<file path="src/rtl/ictrl_ibuf_noc_reader.sv">
// Streams noc_wr_ibuffer_word_num ibuffer words out as a req/ready flit stream,
// prefetching through a small credited FIFO; first beat 2 cycles after start.
module ictrl_ibuf_noc_reader #(
  parameter int FLIT_WIDTH = 32,
  parameter int ADDR_W     = 17,
  parameter int FIFO_DEPTH = 4
) (
  input  logic                  clk,
  input  logic                  rst_n,
  input  logic                  noc_wr_start,
  input  logic [ADDR_W-1:0]     noc_wr_ibuffer_word_addr,
  input  logic [12:0]           noc_wr_ibuffer_word_num,
  output logic                  noc_wr_done,
  output logic                  noc_wr_req,
  input  logic                  noc_wr_ready,
  output logic [FLIT_WIDTH-1:0] noc_wr_data,
  output logic                  noc_wr_last,
  output logic                  ibuf_rd_en,
  output logic [ADDR_W-1:0]     ibuf_rd_addr,
  input  logic                  ibuf_rd_gnt,
  input  logic [FLIT_WIDTH-1:0] ibuf_rd_rdata
);

  localparam int PW = $clog2(FIFO_DEPTH);
  localparam int CW = PW + 1;

  localparam logic [1:0] ST_IDLE  = 2'd0;
  localparam logic [1:0] ST_RUN   = 2'd1;
  localparam logic [1:0] ST_DRAIN = 2'd2;
  localparam logic [1:0] ST_DONE  = 2'd3;

  logic [1:0]            state_q, state_d;
  logic [ADDR_W-1:0]     addr_q, addr_d;
  logic [12:0]           rd_left_q, rd_left_d;
  logic [12:0]           beat_left_q, beat_left_d;
  logic                  inflight_q, inflight_d;
  logic [CW-1:0]         cnt_q, cnt_d;
  logic [PW-1:0]         wp_q, wp_d, rp_q, rp_d;
  logic [FLIT_WIDTH-1:0] mem_q [FIFO_DEPTH];

  logic          accept, hs, fifo_empty, wr_en;
  logic [CW-1:0] occ;

  // Returning read data bypasses an empty FIFO so the first beat leaves with it.
  assign fifo_empty   = (cnt_q == '0);
  assign occ          = cnt_q + CW'(inflight_q);
  assign ibuf_rd_en   = (state_q == ST_RUN) && (rd_left_q != 13'd0) && (occ < CW'(FIFO_DEPTH));
  assign ibuf_rd_addr = addr_q;
  assign accept       = ibuf_rd_en && ibuf_rd_gnt;
  assign noc_wr_req   = !fifo_empty || inflight_q;
  assign noc_wr_data  = !noc_wr_req ? '0 : (fifo_empty ? ibuf_rd_rdata : mem_q[rp_q]);
  assign noc_wr_last  = noc_wr_req && (beat_left_q == 13'd1);
  assign noc_wr_done  = (state_q == ST_DONE);
  assign hs           = noc_wr_req && noc_wr_ready;
  assign wr_en        = inflight_q && !(hs && fifo_empty);

  always_comb begin
    state_d     = state_q;
    addr_d      = addr_q;
    rd_left_d   = rd_left_q;
    beat_left_d = beat_left_q - {12'd0, hs};
    inflight_d  = accept;
    cnt_d       = cnt_q + CW'(inflight_q) - CW'(hs);
    wp_d        = wr_en ? wp_q + PW'(1) : wp_q;
    rp_d        = (hs && !fifo_empty) ? rp_q + PW'(1) : rp_q;
    case (state_q)
      ST_IDLE: begin
        if (noc_wr_start) begin
          addr_d      = noc_wr_ibuffer_word_addr;
          rd_left_d   = noc_wr_ibuffer_word_num;
          beat_left_d = noc_wr_ibuffer_word_num;
          state_d     = (noc_wr_ibuffer_word_num != 13'd0) ? ST_RUN : ST_DONE;
        end
      end
      ST_RUN: begin
        if (accept) begin
          addr_d    = addr_q + ADDR_W'(1);
          rd_left_d = rd_left_q - 13'd1;
          if (rd_left_q == 13'd1) state_d = ST_DRAIN;
        end
      end
      ST_DRAIN: begin
        if (hs && noc_wr_last) state_d = ST_DONE;
      end
      default: state_d = ST_IDLE;
    endcase
  end

  always_ff @(posedge clk) begin
    if (!rst_n) begin
      state_q     <= ST_IDLE;
      addr_q      <= '0;
      rd_left_q   <= '0;
      beat_left_q <= '0;
      inflight_q  <= 1'b0;
      cnt_q       <= '0;
      wp_q        <= '0;
      rp_q        <= '0;
    end else begin
      state_q     <= state_d;
      addr_q      <= addr_d;
      rd_left_q   <= rd_left_d;
      beat_left_q <= beat_left_d;
      inflight_q  <= inflight_d;
      cnt_q       <= cnt_d;
      wp_q        <= wp_d;
      rp_q        <= rp_d;
    end
  end

  // Storage needs no reset: the output mux zeroes data whenever req is low.
  always_ff @(posedge clk) begin
    if (wr_en) mem_q[wp_q] <= ibuf_rd_rdata;
  end

endmodule

</file>
<file path="config.mk">
export PLATFORM = sky130hd
export DESIGN_NAME = ictrl_ibuf_noc_reader
export DESIGN_NICKNAME = d
export VERILOG_FILES = /design/src/rtl/ictrl_ibuf_noc_reader.sv
export SDC_FILE = /design/constraint.sdc
export NUM_CORES = 1
export LEC_CHECK = 0
export ABC_AREA = 0
export BUFFER_PORTS_ARGS = -buffer_cell sky130_fd_sc_hd__buf_2
export CAP_MARGIN = 30
export CORE_ASPECT_RATIO = 1.5
export CORE_UTILIZATION = 45
export CTS_CLUSTER_SIZE = 8
export DETAILED_ROUTE_END_ITERATION = 10
export PLACE_DENSITY = 0.65
export REMOVE_ABC_BUFFERS = 1
export SETUP_SLACK_MARGIN = 0.15
export SLEW_MARGIN = 20
export SYNTH_ARGS = -nofsm -noshare
export SYNTH_HDL_FRONTEND = slang
export SYNTH_SLANG_ARGS = --single-unit
</file>
<file path="constraint.sdc">
create_clock -name clk -period 3.2 [get_ports clk]
set_input_delay 0.16 -clock clk [delete_from_list [all_inputs] [get_ports clk]]
set_output_delay 0.16 -clock clk [all_outputs]
set_load 0.005 [all_outputs]
</file>
==> results of run 1 <==
## area by class of cell
class | instances | area [sq um] | area share
clock buffer | 17 | 425 | 0.0419
clock inverter | 15 | 179 | 0.0176
inverter | 21 | 78.8 | 0.00776
multi-input combinational | 450 | 3190 | 0.314
sequential | 183 | 4950 | 0.487
tap | 248 | 310 | 0.0305
timing repair buffer | 164 | 1030 | 0.102
## flip-flops by register name (all words and copies together) (netlist names), named ones only
signal        count
state_q           2
ibuf_rd_addr     17
rd_left_q        13
wp_q              2
cnt_q             3
beat_left_q      13
inflight_q        1
mem_q           128
rp_q              2
## kinds of logic (layout without fill, tap and decap cells)
| family | count (synthesis) | after routing |
|---|---|---|
| AO/OA/AOI/OAI | 141 | 141 |
| XOR/XNOR | 12 | 12 |
| adder cells (fa/ha/maj) | 18 | 18 |
| buffers and inverters | 67 | 217 |
| flip-flops | 183 | 183 |
| multiplexers | 38 | 38 |
| AND/OR/NAND/NOR | 241 | 241 |
## metrics by stage
stage / area [sq um] / hold WS, ps
global placement: 9220 / 385
finish: 10200 / 33.9
floorplan: 8200 / 259
CTS: 10200 / 18.5
global route: 10200 / 32.5
detailed placement: 9240 / 397
## synthesized netlist by cell type, drive strengths merged (2+ instances only)
master | n | area (sq um)
a311oi | 3 | 26.3
and2 | 5 | 31.3
o21ai | 42 | 210
nor3b | 2 | 15.0
inv | 21 | 78.8
and4b | 2 | 20.0
buf | 15 | 80.1
a31oi | 5 | 31.3
mux4 | 32 | 721
nand3 | 9 | 45.0
nand2 | 119 | 447
a2bb2oi | 2 | 17.5
o31a | 2 | 17.5
dfxtp | 55 | 1100
o2bb2ai | 2 | 17.5
nor2b | 6 | 37.5
o211ai | 2 | 15.0
mux2i | 5 | 50.1
nor2 | 42 | 158
a21o | 3 | 22.5
or4 | 2 | 15.0
a211o | 2 | 17.5
nor4 | 9 | 77.6
o32ai | 16 | 140
xnor2 | 7 | 61.3
and3 | 7 | 43.8
nand4 | 9 | 56.3
a21oi | 42 | 210
xor2 | 5 | 43.8
or3 | 8 | 50.1
ha | 18 | 225
a32oi | 2 | 17.5
clkbuf | 31 | 116
o221a | 2 | 22.5
nand4b | 3 | 26.3
nor4b | 2 | 17.5
a211oi | 8 | 70.1
nor3 | 11 | 75.1
edfxtp | 128 | 3840
## cells in the final DEF (no fill, tap or decap), types with 9 or more instances in the layout
master	count
a21oi_1	41
buf_2	119
buf_4	11
clkbuf_16	17
dfxtp_1	54
dlygate4sd3_1	32
edfxtp_1	128
ha_1	18
inv_1	20
mux4_2	32
nand2_1	119
nand3_1	9
nand4_1	9
nor2_1	42
o21ai_0	42
o32ai_1	16
## worst max-delay path, cell delays in order (launching register included)
cell and delay [ps]:
dfxtp_1 350, inv_1 80, ha_1 500, inv_2 420, nor3b_1 370, buf_2 180
## final timing paths
path | startpoint | endpoint | slack (ps) | cells past startpoint
min | noc_wr_ibuffer_word_num[7] | beat_left_q[7]$_SDFF_PN0_ | 30 | 2
max reg2reg | cnt_q[2]$_SDFF_PN0_ | beat_left_q[6]$_SDFF_PN0_ | 850 | 9
max | state_q[1]$_SDFFE_PN0P_ | ibuf_rd_en | 700 | 5
min reg2reg | rd_left_q[12]$_SDFFE_PN0P_ | rd_left_q[12]$_SDFFE_PN0P_ | 490 | 2
## power by group
| group | internal (uW) | switching [uW] |
|---|---|---|
| combinational | 1260 | 1750 |
| clock | 1120 | 980 |
| sequential | 2790 | 251 |
## layer usage
metal,track usage,up-vias,part of all wire,wire length (microns)
met5,0,-,0,0
met4,0.0778,0,0.019,367
met3,0.0461,24,0.052,1010
met2,0.386,202,0.53,10400
met1,0.235,2957,0.40,7690
li1,-,2908,-,-
## repair_timing
action	in CTS	in global routing
hold endpoints to repair	128	0
gates resized for setup	0	0
hold buffers	32	0
==> metrics.cfg, run 1 <==
[outcome]
outcome = finished, final reports clean

[die]
rows = 60
die_y_microns = 169
dieArea_sq_um = 19200
io_pins = 120
start_util = 0.464
core-area_sq_um = 18100
die_w_microns = 114

[drt]
vias = 6091
wl_per_cell_microns = 17.7
routed_wl_microns = 19400
firstDrtPassIters = 5
viasPerCell = 5.55
first_iter_violations = 402
ant_nets = 0
drc = 0

[place]
dp_hpwl_microns = 12500
dpl.cell_count = 1034
io_buffers = 119
gp_congestion = 0.943
dp_worst_setup_slack_ps = 865

[clock_network]
cts_setup_buffers = 0
tritoncts = yes
path_clk_slew_ps = 70
cts_sinks = 183
htreeDepth = 4
insertion_delay_ps = 430
numCtsBuffers = 17
cts_root_buf = clkbuf_16
cts_buffer_depth = 2

[worst_setup_path]
cp-start-kind = flip-flop
crit_fanout = 37
critical_path_required_ps = 3040
critPathArrivalTime_ps = 2340
critical_path_class = reg -> out
critPathCaptureType = output port

[sta]
fin_crit_ps = 2500
setup_viol = 0
worst_pin_slew_ps = 902
skew_ps = 12.6
max_freq_ghz = 0.401
hold_viol = 0
slew_viol_final = 0
fin_ws_ps = 705
grt_setup_unrepaired = false
slew_headroom = 0.398
fin_crit_sh = 0.780
fin_tns_setup_ps = 0

[final_layout]
drive_above_1_share = 0.254
area_growth_pct = 21.1
final_net_count = 922
num_antenna_cells = 0
fillers = 1499
stdcell_count = 1098
final_util = 0.562

[power_and_ir_drop]
power_uw = 8160
powerDensity_nw_per_um2 = 803
p_leak_uw = 0.00370
peakVddDrop_uv = 364

[logic_synthesis]
muxShareOfSynthArea = 0.0932
synth_compound_area_frac = 0.108
yosys.area_share.simple = 0.137
synth_fa_ha_area_frac = 0.0268
synthXorXnorAreaFrac = 0.0125
syn_area_sq_um = 8390
syn-instance-count = 700
synth_top_family_by_area = simple AND/OR/NAND/NOR gates
ys.flop_type = edfxtp_1
ys_seq_area_frac = 0.589
yosys_warnings = 0
synth-async-reset-ratio = 0
postSynthAreaPerCell_sq_um = 12.0
ys_ff_latch = 183
yosysUniqueCellTypes = 60
synth-edff-count = 128

[global_route]
grt_max_degree = 68
grt_pass1_wl_microns = 31300
grt_pass1_vias = 6223
grt_overflow = 0
grtUsageTotal = 0.210
antenna_found_initial = 0

[hold_path]
hold_path.class = in -> reg

[run]
maxCapViolCount = 0

Note: power is estimated with default switching activity, not from simulation.
==> inputs of run 2 (changes only) <==
clock period = 2.35 ns   (was 3.2 ns; I/O delays follow)
==> run 2 against run 1 <==
Sequential share of layout area down 1.5 points. Cell count increased by 1.9%. Register-to-register slack worse by 620 ps. First-iteration DRC count decreased by 0.75%. Highest routed layer unchanged.
==> metrics.cfg, run 2 (same netlist as run 1, synthesis figures left out) <==
[sta]
grt_setup_unrepaired = true  ; was false
skew_ps = 9.24  ; was 12.6 ps
setup_viol = 0  ; unchanged
fin_tns_setup_ps = 0  ; unchanged
fin_crit_sh = 0.902
slew_headroom = 0.661  ; was 0.398
hold_viol = 0  ; unchanged
fin_ws_ps = 230  ; was 705 ps
worst_pin_slew_ps = 504  ; was 902 ps
fin_crit_ps = 2120
max_freq_ghz = 0.472
slew_viol_final = 0  ; unchanged

[die]
die_y_microns = 169  ; unchanged
die_w_microns = 114  ; unchanged
core-area_sq_um = 18100  ; unchanged
start_util = 0.464  ; unchanged
rows = 60  ; unchanged
dieArea_sq_um = 19200  ; unchanged
io_pins = 120  ; unchanged

[final_layout]
final_net_count = 944  ; was 922
largest_reg_flops = 128  ; unchanged
mostFrequentLayoutCells = edfxtp_1, buf_2, nand2_1  ; was edfxtp_1, nand2_1, buf_2
mostFrequentLayoutCell = edfxtp_1  ; unchanged
num_antenna_cells = 0  ; unchanged
stdcell_count = 1119  ; was 1,098
final_area_sq_um = 10500  ; was 10,200 sq um
drive_above_1_share = 0.274  ; was 0.254
fillers = 1466  ; was 1,499
regMostFlops = mem_q  ; unchanged
regArea_sq_um = 4950  ; unchanged
area_growth_pct = 24.9  ; was 21.1%
multiInputGateArea_sq_um = 3230  ; was 3190 sq um

[place]
gp_congestion = 0.886  ; was 0.943
dpl.cell_count = 1046  ; was 1,034
dp_worst_setup_slack_ps = 69.4  ; was 865 ps
io_buffers = 119  ; unchanged
dp_hpwl_microns = 13200  ; was 12,500 microns
place_area_sq_um = 9400  ; was 9240 sq um

[clock_network]
cts_buffer_depth = 2  ; unchanged
tritoncts = yes  ; unchanged
htreeDepth = 4  ; unchanged
insertion_delay_ps = 430  ; about the same
numCtsBuffers = 17  ; unchanged
path_clk_slew_ps = 70  ; about the same
cts_root_buf = clkbuf_16  ; unchanged
cts_sinks = 183  ; unchanged

[drt]
vias = 6280  ; was 6,091
first_iter_violations = 399  ; was 402
drc = 0  ; unchanged
firstDrtPassIters = 5  ; unchanged
viasPerCell = 5.61  ; was 5.55
ant_nets = 0  ; unchanged
wl_per_cell_microns = 18.1  ; was 17.7 microns
routed_wl_microns = 20300  ; was 19,400 microns

[global_route]
grt_overflow = 0  ; unchanged
grtUsageTotal = 0.215  ; was 0.210
grt_pass1_vias = 6338  ; was 6,223
antenna_found_initial = 0  ; unchanged
grt_pass1_wl_microns = 31800  ; was 31,300 microns
grt_max_degree = 48  ; was 68

[worst_setup_path]
critPathCaptureType = flip-flop  ; was output port
r2r-start = cnt_q[2]$_SDFF_PN0_  ; unchanged
cp-start-kind = flip-flop  ; unchanged
critical_path_class = reg -> reg  ; was reg -> out
r2r_slack_ps = 230  ; was 850 ps
crit_fanout = 7  ; was 37
critical_path_required_ps = 2690  ; was 3040 ps
crit_path_start = cnt_q[2]$_SDFF_PN0_  ; was state_q[1]$_SDFFE_PN0P_
critPathArrivalTime_ps = 2460  ; was 2340 ps

[hold_path]
hold_path.class = in -> reg  ; unchanged
hp-start = noc_wr_ibuffer_word_num[1]  ; was noc_wr_ibuffer_word_num[7]

[power_and_ir_drop]
powerDensity_nw_per_um2 = 1120  ; was 803 nW/um^2
p_leak_uw = 0.00383  ; was 0.00370 uW
peakVddDrop_uv = 587  ; was 364 uV

[run]
maxCapViolCount = 0  ; unchanged

[outcome]
outcome = finished, final reports clean  ; unchanged

==> run 2: layer usage <==
layer  global-route usage  share of wire  routed length (microns)  vias to the layer above
met5                    0              0                        0                        -
met2                0.396           0.53                    10700                      246
met4               0.0932          0.027                      552                        0
met3               0.0475          0.058                     1170                       44
met1                0.235           0.39                     7880                     3035
li1                     -              -                        -                     2955
==> run 2: area by class of cell <==
| type | count | share of cell area |
|---|---|---|
| Multi-Input combinational cell | 450 | 0.308 |
| Inverter | 21 | 0.00752 |
| Tap cell | 248 | 0.0296 |
| Sequential cell | 183 | 0.472 |
| Clock buffer | 17 | 0.0406 |
| Timing Repair Buffer | 186 | 0.128 |
| Clock inverter | 14 | 0.0142 |
==> run 2: timing repair <==
item | in CTS | in global routing
setup endpoints to repair | 31 | 11
hold buffers | 37 | 0
hold endpoints to repair | 132 | 0
setup buffers | 0 | 3
pin swaps | 0 | 2
resized for setup | 9 | 7
gates cloned | 0 | 2
==> run 2: critical path, cell delays in order, from the launching register on <==
cell and delay, ps:
dfxtp_1 370, or3_4 160, o21ai_1 80, inv_1 100, ha_1 200, or4b_4 540, or3_1 330, a311oi_1 260
==> run 2: worst paths after layout <==
path	to	cells past startpoint
setup / recovery	beat_left_q[5]$_SDFF_PN0_	7
hold / removal	beat_left_q[1]$_SDFF_PN0_	3
setup reg to reg	beat_left_q[5]$_SDFF_PN0_	7
hold reg to reg	ibuf_rd_addr[16]$_SDFFE_PN0P_	2
==> run 2: stage by stage <==
step           hold WS, ps   util  total power, uW
2_1_floorplan          216      -             6830
3_3_place_gp           342  0.519             8340
3_5_place_dp           350  0.519             8460
4_1_cts               10.5  0.574            11500
5_1_grt               11.1  0.579            12500
6_report              25.3  0.579            11700
==> run 2: power by group <==
part | internal, uW | switching, uW
logic | 2200 | 2590
registers | 3800 | 370
clock network | 1420 | 1360
==> inputs of run 3 (changes only) <==
ABC_AREA = 1   (was 0)
PLACE_DENSITY = not set   (was 0.65)
==> run 3 against run 2 <==
Critical path depth increased by 1. Worst setup slack improved by 44 ps. Worst hold slack better by 3.9 ps. Via count rose by 13%. Clock power is 10% higher. Sequential share of layout area down 1.1 points. Cell area grew 2.5%. Clock-buffer cell count rose by 2. Largest power group unchanged. Total power is 2.5% higher. Flip-flop and latch count unchanged. Register-to-register slack better by 130 ps. Largest cell class unchanged.
==> metrics.cfg, run 3 <==
[outcome]
outcome = finished, final reports clean  ; unchanged

[logic_synthesis]
ys.flop_type = edfxtp_1  ; unchanged
synth_commonest_cells = nor2_1, nand2_1, edfxtp_1  ; was edfxtp_1, nand2_1, dfxtp_1
yosys_warnings = 0  ; unchanged
yosysTopAreaCell = edfxtp_1  ; unchanged
synth-async-reset-ratio = 0  ; unchanged
ys_seq_area_frac = 0.564  ; was 0.589
postSynthAreaPerCell_sq_um = 9.16  ; was 12.0 sq um
synth_top_area_share = 0.438  ; was 0.458
synth_area_leaders = edfxtp_1, dfxtp_1, nor2_1  ; was edfxtp_1, dfxtp_1, mux4_2
synth_most_common_cell = nor2_1  ; was edfxtp_1
yosysUniqueCellTypes = 30  ; was 60
ys_ff_latch = 183  ; unchanged
syn-instance-count = 957  ; was 700
syn_area_sq_um = 8770  ; was 8390 sq um
synth-edff-count = 128  ; unchanged

[place]
dpl.cell_count = 1301  ; was 1,046
place_area_sq_um = 9720  ; was 9400 sq um
gp_congestion = 0.812  ; was 0.886
dp_hpwl_microns = 13200  ; about the same
io_buffers = 119  ; unchanged

[global_route]
grt_pass1_vias = 6921  ; was 6,338
grt_pass1_wl_microns = 33900  ; was 31,800 microns
antenna_found_initial = 0  ; unchanged
grtUsageTotal = 0.218  ; was 0.215
grt_overflow = 0  ; unchanged
grt_max_degree = 65  ; was 48

[die]
io_pins = 120  ; unchanged
rows = 62  ; was 60
core-area_sq_um = 19100  ; was 18,100 sq um
dieArea_sq_um = 20100  ; was 19,200 sq um
die_y_microns = 173  ; was 169 microns
die_w_microns = 116  ; was 114 microns
start_util = 0.460  ; was 0.464

[sta]
hold_viol = 0  ; unchanged
max_freq_ghz = 0.482  ; was 0.472 GHz
fin_crit_ps = 2080  ; was 2120 ps
skew_ps = 8.62  ; was 9.24 ps
slew_headroom = 0.648  ; was 0.661
worst_pin_slew_ps = 525  ; was 504 ps
setup_viol = 0  ; unchanged
fin_crit_sh = 0.884  ; was 0.902
fin_tns_setup_ps = 0  ; unchanged
grt_setup_unrepaired = false  ; was true
slew_viol_final = 0  ; unchanged

[worst_setup_path]
critical_path_required_ps = 2230  ; was 2690 ps
critPathArrivalTime_ps = 1960  ; was 2460 ps
r2r-start = inflight_q$_SDFF_PN0_  ; was cnt_q[2]$_SDFF_PN0_
rr_worst_depth = 11  ; was 7
critPathCapture = noc_wr_data[2]  ; was beat_left_q[5]$_SDFF_PN0_
crit_path_start = cnt_q[0]$_SDFF_PN0_  ; was cnt_q[2]$_SDFF_PN0_
crit_fanout = 33  ; was 7
r2r_slack_ps = 360  ; was 230 ps
cp-start-kind = flip-flop  ; unchanged
critical_path_class = reg -> out  ; was reg -> reg
r2r-end = ibuf_rd_addr[15]$_SDFFE_PN0P_  ; was beat_left_q[5]$_SDFF_PN0_
critPathCaptureType = output port  ; was flip-flop

[power_and_ir_drop]
powerDensity_nw_per_um2 = 1120  ; about the same
peakVddDrop_uv = 866  ; was 587 uV
p_leak_uw = 0.00440  ; was 0.00383 uW

[final_layout]
largest_reg_flops = 128  ; unchanged
num_antenna_cells = 0  ; unchanged
mostFrequentLayoutCells = nand2_1, nor2_1, edfxtp_1  ; was edfxtp_1, buf_2, nand2_1
regMostFlops = mem_q  ; unchanged
area_growth_pct = 22.5  ; was 24.9%
final_util = 0.563  ; was 0.579
mostFrequentLayoutCell = nand2_1  ; was edfxtp_1
final_area_sq_um = 10700  ; was 10,500 sq um
fillers = 1754  ; was 1,466
drive_above_1_share = 0.164  ; was 0.274
stdcell_count = 1370  ; was 1,119
final_net_count = 1187  ; was 944

[drt]
viasPerCell = 5.17  ; was 5.61
firstDrtPassIters = 7  ; was 5
routed_wl_microns = 21200  ; was 20,300 microns
vias = 7087  ; was 6,280
first_iter_violations = 360  ; was 399
drc = 0  ; unchanged
wl_per_cell_microns = 15.5  ; was 18.1 microns
ant_nets = 0  ; unchanged

[clock_network]
cts_buffer_depth = 2  ; unchanged
cts_sinks = 183  ; unchanged
tritoncts = yes  ; unchanged
cts_setup_buffers = 0  ; unchanged
insertion_delay_ps = 420  ; was 430 ps
htreeDepth = 4  ; unchanged
cts_root_buf = clkbuf_16  ; unchanged
numCtsBuffers = 17  ; unchanged
path_clk_slew_ps = 70  ; about the same

[run]
maxCapViolCount = 0  ; unchanged

[hold_path]
hold_path.class = in -> reg  ; unchanged

[run 3: cell count changes after synthesis, sizes merged, moves of 7 or more]
cell	previous run	this run
nand3	9	59
nand2	119	148
a211oi	8	0
nor2	42	151
mux4	32	0
mux2i	5	32
and3	7	0
o21ai	42	113
or3	8	0
o221ai	0	32
inv	21	98
nor4	9	1
o32ai	16	0
[run 3: repair_timing]
action                     in CTS  in global routing
setup endpoints to repair      21                 26
hold buffers                   38                  0
resized for setup               1                  4
hold endpoints to repair      134                  0
[run 3: metrics by stage]
| stage | setup WS [ps] | hold slack [ps] | total power [uW] |
|---|---|---|---|
| after global placement | 380 | 353 | 8910 |
| final | 274 | 29.1 | 12000 |
| after floorplan | -1110 | 216 | 7240 |
| after CTS | 208 | 11.3 | 12100 |
| after global routing | 161 | 42.5 | 13000 |
| after detailed placement | 293 | 354 | 8970 |
[run 3: kinds of logic after synthesis]
family / count (synthesis) / synth area share
simple gates: 372 / 0.172
compound gates: 199 / 0.132
flops: 183 / 0.564
buf+inv: 149 / 0.0662
mux: 32 / 0.0365
fa+ha+maj: 18 / 0.0257
xor+xnor: 4 / 0.00400
[run 3: how the worst min path moves through the flow]
stage / from / end / slack [ps] / cells past startpoint
global route: noc_wr_ibuffer_word_num[5] / beat_left_q[5]$_SDFF_PN0_ / 40 / 3
global placement: ibuf_rd_rdata[3] / mem_q[0][3]$_DFFE_PP_ / 350 / 1
detailed placement: ibuf_rd_rdata[8] / mem_q[1][8]$_DFFE_PP_ / 350 / 1
floorplan: ibuf_rd_rdata[0] / mem_q[0][0]$_DFFE_PP_ / 220 / 0
finish: noc_wr_ibuffer_word_num[0] / beat_left_q[0]$_SDFF_PN0_ / 30 / 3
CTS: noc_wr_ibuffer_word_num[0] / beat_left_q[0]$_SDFF_PN0_ / 10 / 3
[run 3: critical path: stages (launching register included)]
cell and delay, ps:
dfxtp_1 320, nor2_1 170, nand2_2 110, nor2_2 150
clkinv_1 100, buf_4 280, o221ai_1 150, inv_1 100
buf_2 130
[run 3: power breakdown]
group | total (uW) | leakage, uW | internal (uW) | switching (uW)
Clock | 3070 | 0.000298 | 1880 | 1190
Combinational | 4810 | 0.00250 | 1770 | 3030
Sequential | 4160 | 0.00161 | 3830 | 330
[run 3: layout make-up]
class                   count  area [sq um]  share of cell area
inverters                  99           372              0.0346
flip-flops and latches    183          4950               0.461
repair buffers            176          1190               0.111
clock inverters            12           199              0.0185
well taps                 256           320              0.0298
multi-input cells         625          3280               0.306
clock buffers              19           433              0.0403
[run 3: metal layers]
layer | GRT usage | part of all wire
met1 | 0.258 | 0.42
met2 | 0.394 | 0.52
met4 | 0.0694 | 0.016
met3 | 0.0365 | 0.041
met5 | 0 | 0
